--- src/rtl/acoustic_cam_top.sv ---
// Acoustic camera front end: I2S clocking/sampling of seven mics and sign-correlation lag search for pairs mic0-mic1/3/5.
// Build option XC_CONTINUOUS_EN: back-to-back runs with a one-cycle PAD_DONE pulse per result.
module acoustic_cam_top #(
  parameter int MIC_DIV = 16,
  parameter int NFRAMES = 1024,
  parameter int MAXLAG  = 8
) (
  input  logic       PAD_CLK,
  input  logic       PAD_RST_N,
  input  logic       PAD_XC_EN,
  input  logic       PAD_MIC0_DA,
  input  logic       PAD_MIC12_DA,
  input  logic       PAD_MIC34_DA,
  input  logic       PAD_MIC56_DA,
  output logic       PAD_WS,
  output logic       PAD_CLK_MIC,
  output logic       PAD_DONE,
  output logic [4:0] PAD_LAG_A,
  output logic [4:0] PAD_LAG_B,
  output logic [4:0] PAD_LAG_C
);

  // state  | meaning
  // S_IDLE | PAD_XC_EN high: accumulators, frame counter, shift registers cleared
  // S_RUN  | counting frames: first 2*MAXLAG fill taps, next NFRAMES accumulate
  // S_SCAN | argmax over all lags, one lag per cycle, highest index first
  // S_DONE | result valid (held, or single-cycle in continuous mode)
  typedef enum logic [1:0] {S_IDLE, S_RUN, S_SCAN, S_DONE} state_t;

  localparam int HALF  = MIC_DIV / 2;
  localparam int DIV_W = $clog2(HALF);
  localparam int NTAP  = 2 * MAXLAG + 1;
  localparam int NRUN  = 2 * MAXLAG + NFRAMES;
  localparam int FRM_W = $clog2(NRUN + 1);
  localparam int TAP_W = $clog2(NTAP);
  localparam logic [DIV_W-1:0] DIV_LOAD = DIV_W'(HALF - 1);
  localparam logic [FRM_W-1:0] FRM_LOAD = FRM_W'(NRUN);
  localparam logic [FRM_W-1:0] FRM_ACC  = FRM_W'(NFRAMES);
  localparam logic [TAP_W-1:0] TAP_LAST = TAP_W'(NTAP - 1);
  localparam logic [10:0]      ACC_MAX  = 11'h7FF;

  state_t             state, state_nxt;
  logic               xc_meta, xc_sync;
  logic [DIV_W-1:0]   div_cnt;
  logic               clk_mic, ws, mic_fall, frame_tick;
  logic [4:0]         bit_cnt;
  logic               s0_smp;
  logic [2:0]         sx_smp;
  logic [MAXLAG:0]    s0_sr;
  logic [NTAP-1:0]    xsr [3];
  logic [10:0]        acc [3][NTAP];
  logic [FRM_W-1:0]   frm_left;
  logic               acc_pend, last_pend;
  logic [TAP_W-1:0]   scan_cnt;
  logic [10:0]        best_val [3];
  logic [TAP_W-1:0]   best_idx [3];
  logic [TAP_W-1:0]   fin_idx  [3];
  logic [4:0]         lag      [3];
  logic               done;

  assign PAD_CLK_MIC = clk_mic;
  assign PAD_WS      = ws;
  assign PAD_DONE    = done;
  assign PAD_LAG_A   = lag[0];
  assign PAD_LAG_B   = lag[1];
  assign PAD_LAG_C   = lag[2];

  always_ff @(posedge PAD_CLK or negedge PAD_RST_N)
    if (!PAD_RST_N) {xc_sync, xc_meta} <= 2'b11;
    else            {xc_sync, xc_meta} <= {xc_meta, PAD_XC_EN};

  always_ff @(posedge PAD_CLK or negedge PAD_RST_N)
    if (!PAD_RST_N) begin
      div_cnt <= DIV_LOAD;
      clk_mic <= 1'b0;
    end else if (div_cnt == '0) begin
      div_cnt <= DIV_LOAD;
      clk_mic <= ~clk_mic;
    end else begin
      div_cnt <= div_cnt - 1'b1;
    end

  assign mic_fall   = (div_cnt == '0) && clk_mic;
  assign frame_tick = mic_fall && (bit_cnt == 5'd31) && ws;

  // bit_cnt==1 at a falling edge is slot bit 2, the MSB after the one-bit I2S delay
  always_ff @(posedge PAD_CLK or negedge PAD_RST_N)
    if (!PAD_RST_N) begin
      bit_cnt <= '0;
      ws      <= 1'b0;
      s0_smp  <= 1'b0;
      sx_smp  <= '0;
    end else if (mic_fall) begin
      bit_cnt <= bit_cnt + 5'd1;
      if (bit_cnt == 5'd31) ws <= ~ws;
      if (bit_cnt == 5'd1) begin
        if (ws) s0_smp <= PAD_MIC0_DA;
        else    sx_smp <= {PAD_MIC56_DA, PAD_MIC34_DA, PAD_MIC12_DA};
      end
    end

  always_ff @(posedge PAD_CLK or negedge PAD_RST_N)
    if (!PAD_RST_N) state <= S_IDLE;
    else            state <= state_nxt;

  always_comb begin
    state_nxt = state;
    if (xc_sync) begin
      state_nxt = S_IDLE;
    end else begin
      case (state)
        S_IDLE: state_nxt = S_RUN;
        S_RUN:  if (last_pend) state_nxt = S_SCAN;
        S_SCAN: if (scan_cnt == '0) state_nxt = S_DONE;
        S_DONE: begin
`ifdef XC_CONTINUOUS_EN
          state_nxt = S_RUN;
`else
          state_nxt = S_DONE;
`endif
        end
        default: state_nxt = S_IDLE;
      endcase
    end
  end

  // ties resolve to the lowest index (most negative lag) because the scan runs downward with >=
  always_comb begin
    for (int p = 0; p < 3; p++) begin
      fin_idx[p] = best_idx[p];
      if (acc[p][0] >= best_val[p]) fin_idx[p] = '0;
    end
  end

  always_ff @(posedge PAD_CLK or negedge PAD_RST_N)
    if (!PAD_RST_N) begin
      s0_sr     <= '0;
      frm_left  <= FRM_LOAD;
      acc_pend  <= 1'b0;
      last_pend <= 1'b0;
      scan_cnt  <= TAP_LAST;
      done      <= 1'b0;
      for (int p = 0; p < 3; p++) begin
        xsr[p]      <= '0;
        best_val[p] <= '0;
        best_idx[p] <= '0;
        lag[p]      <= '0;
        for (int i = 0; i < NTAP; i++) acc[p][i] <= '0;
      end
    end else begin
      acc_pend  <= 1'b0;
      last_pend <= 1'b0;
      case (state)
        S_IDLE: begin
          s0_sr    <= '0;
          frm_left <= FRM_LOAD;
          done     <= 1'b0;
          for (int p = 0; p < 3; p++) begin
            xsr[p] <= '0;
            for (int i = 0; i < NTAP; i++) acc[p][i] <= '0;
          end
        end
        S_RUN: begin
          scan_cnt <= TAP_LAST;
          for (int p = 0; p < 3; p++) begin
            best_val[p] <= '0;
            best_idx[p] <= '0;
          end
          if (frame_tick) begin
            s0_sr     <= {s0_sr[MAXLAG-1:0], s0_smp};
            frm_left  <= frm_left - 1'b1;
            acc_pend  <= (frm_left <= FRM_ACC);
            last_pend <= (frm_left == FRM_W'(1));
            for (int p = 0; p < 3; p++) xsr[p] <= {xsr[p][NTAP-2:0], sx_smp[p]};
          end
          // taps now hold sX[n-j]; index i pairs s0[n-MAXLAG] with sX[n-2*MAXLAG+i], lag i-MAXLAG
          if (acc_pend) begin
            for (int p = 0; p < 3; p++)
              for (int i = 0; i < NTAP; i++)
                if ((s0_sr[MAXLAG] == xsr[p][2*MAXLAG-i]) && (acc[p][i] != ACC_MAX))
                  acc[p][i] <= acc[p][i] + 11'd1;
          end
        end
        S_SCAN: begin
          scan_cnt <= scan_cnt - 1'b1;
          for (int p = 0; p < 3; p++) begin
            if (acc[p][scan_cnt] >= best_val[p]) begin
              best_val[p] <= acc[p][scan_cnt];
              best_idx[p] <= scan_cnt;
            end
            if (scan_cnt == '0) lag[p] <= 5'(int'(fin_idx[p]) - MAXLAG);
          end
          if (scan_cnt == '0) done <= 1'b1;
        end
        S_DONE: begin
`ifdef XC_CONTINUOUS_EN
          done     <= 1'b0;
          frm_left <= FRM_LOAD;
          for (int p = 0; p < 3; p++)
            for (int i = 0; i < NTAP; i++) acc[p][i] <= '0;
`endif
        end
        default: ;
      endcase
    end

endmodule

--- config.mk ---
export PLATFORM = sky130hd
export DESIGN_NAME = acoustic_cam_top
export DESIGN_NICKNAME = d
export VERILOG_FILES = /design/src/rtl/acoustic_cam_top.sv
export SDC_FILE = /design/constraint.sdc
export NUM_CORES = 2
export LEC_CHECK = 0
export ABC_AREA = 1
export BUFFER_PORTS_ARGS = -buffer_cell sky130_fd_sc_hd__buf_2
export CAP_MARGIN = 10
export CORE_MARGIN = 2
export CORE_UTILIZATION = 50
export CTS_BUF_LIST = sky130_fd_sc_hd__clkbuf_16
export DETAILED_ROUTE_END_ITERATION = 8
export MAX_ROUTING_LAYER = met4
export PLACE_DENSITY_LB_ADDON = 0.08
export SLEW_MARGIN = 20
export SYNTH_ARGS = -nofsm -noshare
export SYNTH_HDL_FRONTEND = slang
export SYNTH_SLANG_ARGS = --single-unit
--- constraint.sdc ---
create_clock -name PAD_CLK -period 4.79 [get_ports PAD_CLK]
set_clock_uncertainty 0.2 [all_clocks]
set_input_delay 0.7185 -clock PAD_CLK [delete_from_list [all_inputs] [get_ports PAD_CLK]]
set_output_delay 0.7185 -clock PAD_CLK [all_outputs]
set_load 0.02 [all_outputs]
==> results.md <==
- The flow ran to the end, and the final reports show no timing, DRC or antenna violations.
- The critical path goes through inv_8, buf_4, nand2_1, nand3_1, nand2_1, nand2_1, nand2_1, inv_1, nand2_1, nand2_1, nand2_1, ha_1, nand2_1, o21ai_0, nand3_1, nand4_1, nand2_1, inv_1, nand2_1, nand2_1.
- Together, buffers and inverters on the worst path number 4.
- The placeable core area is 0.09333 mm².
- The dominant cell type by count on the critical path is nand2_1.
- The library cell with the largest summed area after synthesis is dfrtp_1.
- For this run, the number of standard cells in the final layout without fillers is around 8,000.
- After detailed routing, the total wire length is 137,000 µm.
- The most used flip-flop cell after synthesis is dfrtp_1.
- The number of enable flip-flop cells after synthesis is 0.
- By startpoint and endpoint, the worst setup path is classified as reg2reg.
- On the worst path, the slowest cell contributes a delay of 590 ps.
- For this design the total switching power over the nets is around 9 mW.
- For flop-to-flop paths, the worst setup slack is 460 ps.
- Of the total power, the share spent switching nets is 0.4192.
- Summing internal, switching and leakage power gives ~22 mW.
- The initial antenna violation count was 0.
- Dividing the final minimum period by the clock period gives 0.9041.
- The root buffer cell chosen for the clock tree is clkbuf_16.
- The number of routed nets with antenna violations is 0.
- The async set-or-reset flop fraction in the synthesized netlist is 1.000.
- Of the total power, combinational logic draws 0.358.
- From synthesis to final layout, the design area changed by 7.613%.
- The clock transition at the registers of the reported paths is 60 ps.
- Counting every sink on the clock net gives 721.
- The worst setup path is launched from a register.
- For this run the aggregate overflow at the end of global routing stands at 0.
- The cell area power density is roughly 430 mW/mm².
- In this run the critical register-to-register path is captured at best_val[11].
- During placement, the flow inserted port buffers numbering 24.
- Ranked by total cell area, the synthesized netlist is headed by dfrtp_1 38%, nand2_1 16%, nand3_1 9.4%, inv_1 6.6%, o21ai_0 4.4%.
- The end-of-flow core utilization is 0.5435.
- On the final layout, the worst hold slack is approximately 110 ps.
- The worst min-delay path class is in2reg.
- The hold violation total from the final report came to 0.
- The maximum number of pins on one net before global-route repair is 183.
- The maximum buffer depth of the clock tree is 3.
- The internal power of the cells totals 12.58 mW.
- The count of TritonRoute iterations in the first routing pass is 6.
- The leakage component of the power is 23.70 nW.
- The count of hold buffers inserted by post-cts repair is 2.
- The count of maximum capacitance violations is 0.
- The final RePlAce weighted congestion is 0.8851.
- The total vias in the final route is roughly 44,000.
- Including well taps, the total number of placed cells is 7,876.
- The number of synthesized register bits is 721.
- The count of routing violations after the opening detailed-route iteration is 3,824.
- Counting every instance in the synthesized netlist gives 6,860.
- The count of cell types in the netlist is 45.
- After synthesis, the mean cell area works out to 6.871 µm².
- In this run the worst setup path begins at scan_cnt[0].
- The share of total power dissipated in the clock network is 0.310.
- The part of the Yosys area used for sequential elements is 0.3830.
- Of the total power, registers draw 0.332.
- The critical path ends at best_val[11].
- The final setup violation count is 0.
- Clock tree synthesis inserted a total of 87 buffers.
- The start of the worst register-to-register path is scan_cnt[0].
- At the worst endpoint, the arrival time is 4720 ps.
- For this run, the total global-route usage over all layers was measured as 0.2908.
- The clock latency reported for the late side of the worst-skew pair is 660 ps.
- The DRC violation count after routing is 0.
- The post-synthesis net count is approximately 7,000.
- The fraction of post-synthesis cell area in the top cell type by area is 0.3785.
- In the final timing run, aggregate negative setup slack is 0 ps.
- The final critical path time including I/O delays and setup is 4331 ps.
- The first global-routing pass estimated around 220,000 µm of wire.
- At the worst endpoint, the required time is ~5200 ps.
- The initial utilization of the core area, before any placement, comes to 0.5051.
- The transition time at the pin with the least slew margin is between 1000 and 1500 ps.
- The netlist area before placement is 0.04714 mm².
- Along the worst path, the maximum fanout reaches 98.
- The number of warnings reported in the yosys synthesis log is 0.
- The proportion of layout cells with a drive suffix above 1 is 0.04421.
- The fmax is between 200 and 250 MHz.
- The final count of pins violating max slew is 0.
- The number of top-level pins is 25.
- The slowest library cell on the worst path is inv_1.
- Counting buffers and inverters, the worst setup path is 20 cells deep.
- The post-cts sizing count is 0.
- The critical path capture point type is a register.
- The half-perimeter wire length after detailed placement is 93,870 µm.
- The clock tree synthesis step divided the H-tree into 3 levels.
- The ratio of routed vias to standard cells is 5.496.
- The repair_antennas step left the layout with diodes totalling 0.
- Setup repair after global routing left no endpoint under its margin.
- Measured along the y axis, the die boundary spans 311.0 µm.
- The worst register-to-register path has a depth of 20.
- The die outline area is 0.09675 mm².
- The worst-case IR drop observed on VDD is 0.3159 mV.
- The number of global-route vias before repair is approximately 42,000.
- The width of the die is 311.0 µm.
- Dividing the detail-routed wire length by the instance count gives 17.04 µm.
- The cell type group with the largest total delay on the critical path is buffers and inverters.
- Measured against its own limit, the worst slew margin works out to 0.2709.
- TritonCTS built the clock tree.
- The row count is 112.
- Once the clock tree was built, the setup fixing pass inserted 0 buffers.
- The final layout contains 6,849 nets.
-- power groups by stage --
stage	clock, mW	combinational (mW)	sequential (mW)
floorplan	0	5.70	7.11
global placement	0	7.62	7.28
detailed placement	0	7.69	7.29
CTS	6.85	7.72	7.18
global route	7.10	8.71	7.27
finish	6.72	7.75	7.19
-- area by class of cell --
| cell class | instances | area (µm²) |
|---|---|---|
| sequential | 721 | 18060 |
| inverter | 848 | 3198 |
| multi-input combinational | 4981 | 24360 |
| tap | 1254 | 1569 |
| clock inverter | 70 | 544.3 |
| clock buffer | 92 | 2302 |
| timing repair buffer | 74 | 685.7 |
| fill | 9391 | 42600 |
-- flip-flops by register name, indices dropped and copies added, names as in the netlist, 2 cells and up --
register and count:
div_cnt 3, best_idx 15, scan_cnt 5, acc 561, bit_cnt 5, PAD_LAG_B 5, frm_left 11, PAD_LAG_A 5
xsr 51, sx_smp 3, state 2, PAD_LAG_C 5, s0_sr 9, best_val 33
-- how the worst min path moves through the flow --
| stage | start | endpoint | slack (ps) | cells after the start |
|---|---|---|---|---|
| after floorplan | xc_meta | xc_sync | 150 | 0 |
| after global placement | xc_meta | xc_sync | 150 | 0 |
| after detailed placement | xc_meta | xc_sync | 150 | 0 |
| after CTS | PAD_MIC34_DA | sx_smp[1] | 80 | 3 |
| after global routing | PAD_MIC34_DA | sx_smp[1] | 100 | 3 |
| final | PAD_MIC34_DA | sx_smp[1] | 110 | 3 |
-- worst min-delay path: cells and delay by family --
kind / cells / cell delay, ps
buffers and inverters: 1 / 70
and+or+nand+nor: 1 / 30
AOI/OAI and AO/OA: 1 / 100
-- cell families (layout without fill, tap and decap cells) --
family                     Yosys count  count (layout)  share of synthesized area
AOI/OAI and AO/OA                  780             780                    0.08781
xor gates and xnor gates           182             182                    0.03382
adders and majority gates          129             129                    0.03424
buffers and inverters             1158            1084                     0.1011
DFF                                721             721                     0.3830
and+or+nand+nor                   3890            3890                     0.3600
-- routing by layer --
| layer | track usage | vias up | share of wire |
|---|---|---|---|
| met5 | - | - | 0 |
| met4 | 0.1022 | 0 | 0.038 |
| met3 | 0.02779 | 261 | 0.041 |
| met2 | 0.4717 | 1010 | 0.47 |
| met1 | 0.3811 | 20850 | 0.45 |
| li1 | - | 22060 | - |
-- cell usage in the layout, fill, tap and decap left out, drive strengths merged --
cell	n
clkinv	41
dlygate4sd3	2
ha	129
nand3b	5
o22ai	60
xor2	148
a21o	3
o211ai	5
a2bb2oi	1
nand2	2027
o31ai	22
inv	866
a21oi	153
clkinvlp	2
buf	72
nand4	269
nand3	893
dfstp	8
dfrtp	713
a22oi	3
o21ai	510
xnor2	34
nor3b	10
clkbuf	92
o21a	10
a21boi	1
nor4b	1
bufinv	9
nor3	203
nor2	461
and3	2
or2	19
a31oi	12
-- synth_stat cells, drive strengths merged, types with 10 or more instances --
library cell,n
nor3b,10
or2,19
nand2,2027
nand3,893
a21oi,153
a31oi,12
ha,129
xor2,148
nand4,269
xnor2,34
o31ai,22
dfrtp,713
nor2,461
clkbuf,104
o21ai,510
o22ai,60
inv,847
o21a,10
nor3,203
buf,206
-- through the flow --
stage	instance area [µm²]	setup WS, ps
6_report	50720	459.2
5_1_grt	50720	33.24
4_1_cts	50720	518.4
3_5_place_dp	47860	552.2
3_3_place_gp	47860	557.4
2_1_floorplan	47140	1962
No activity file was read; power rests on OpenSTA's default activity.
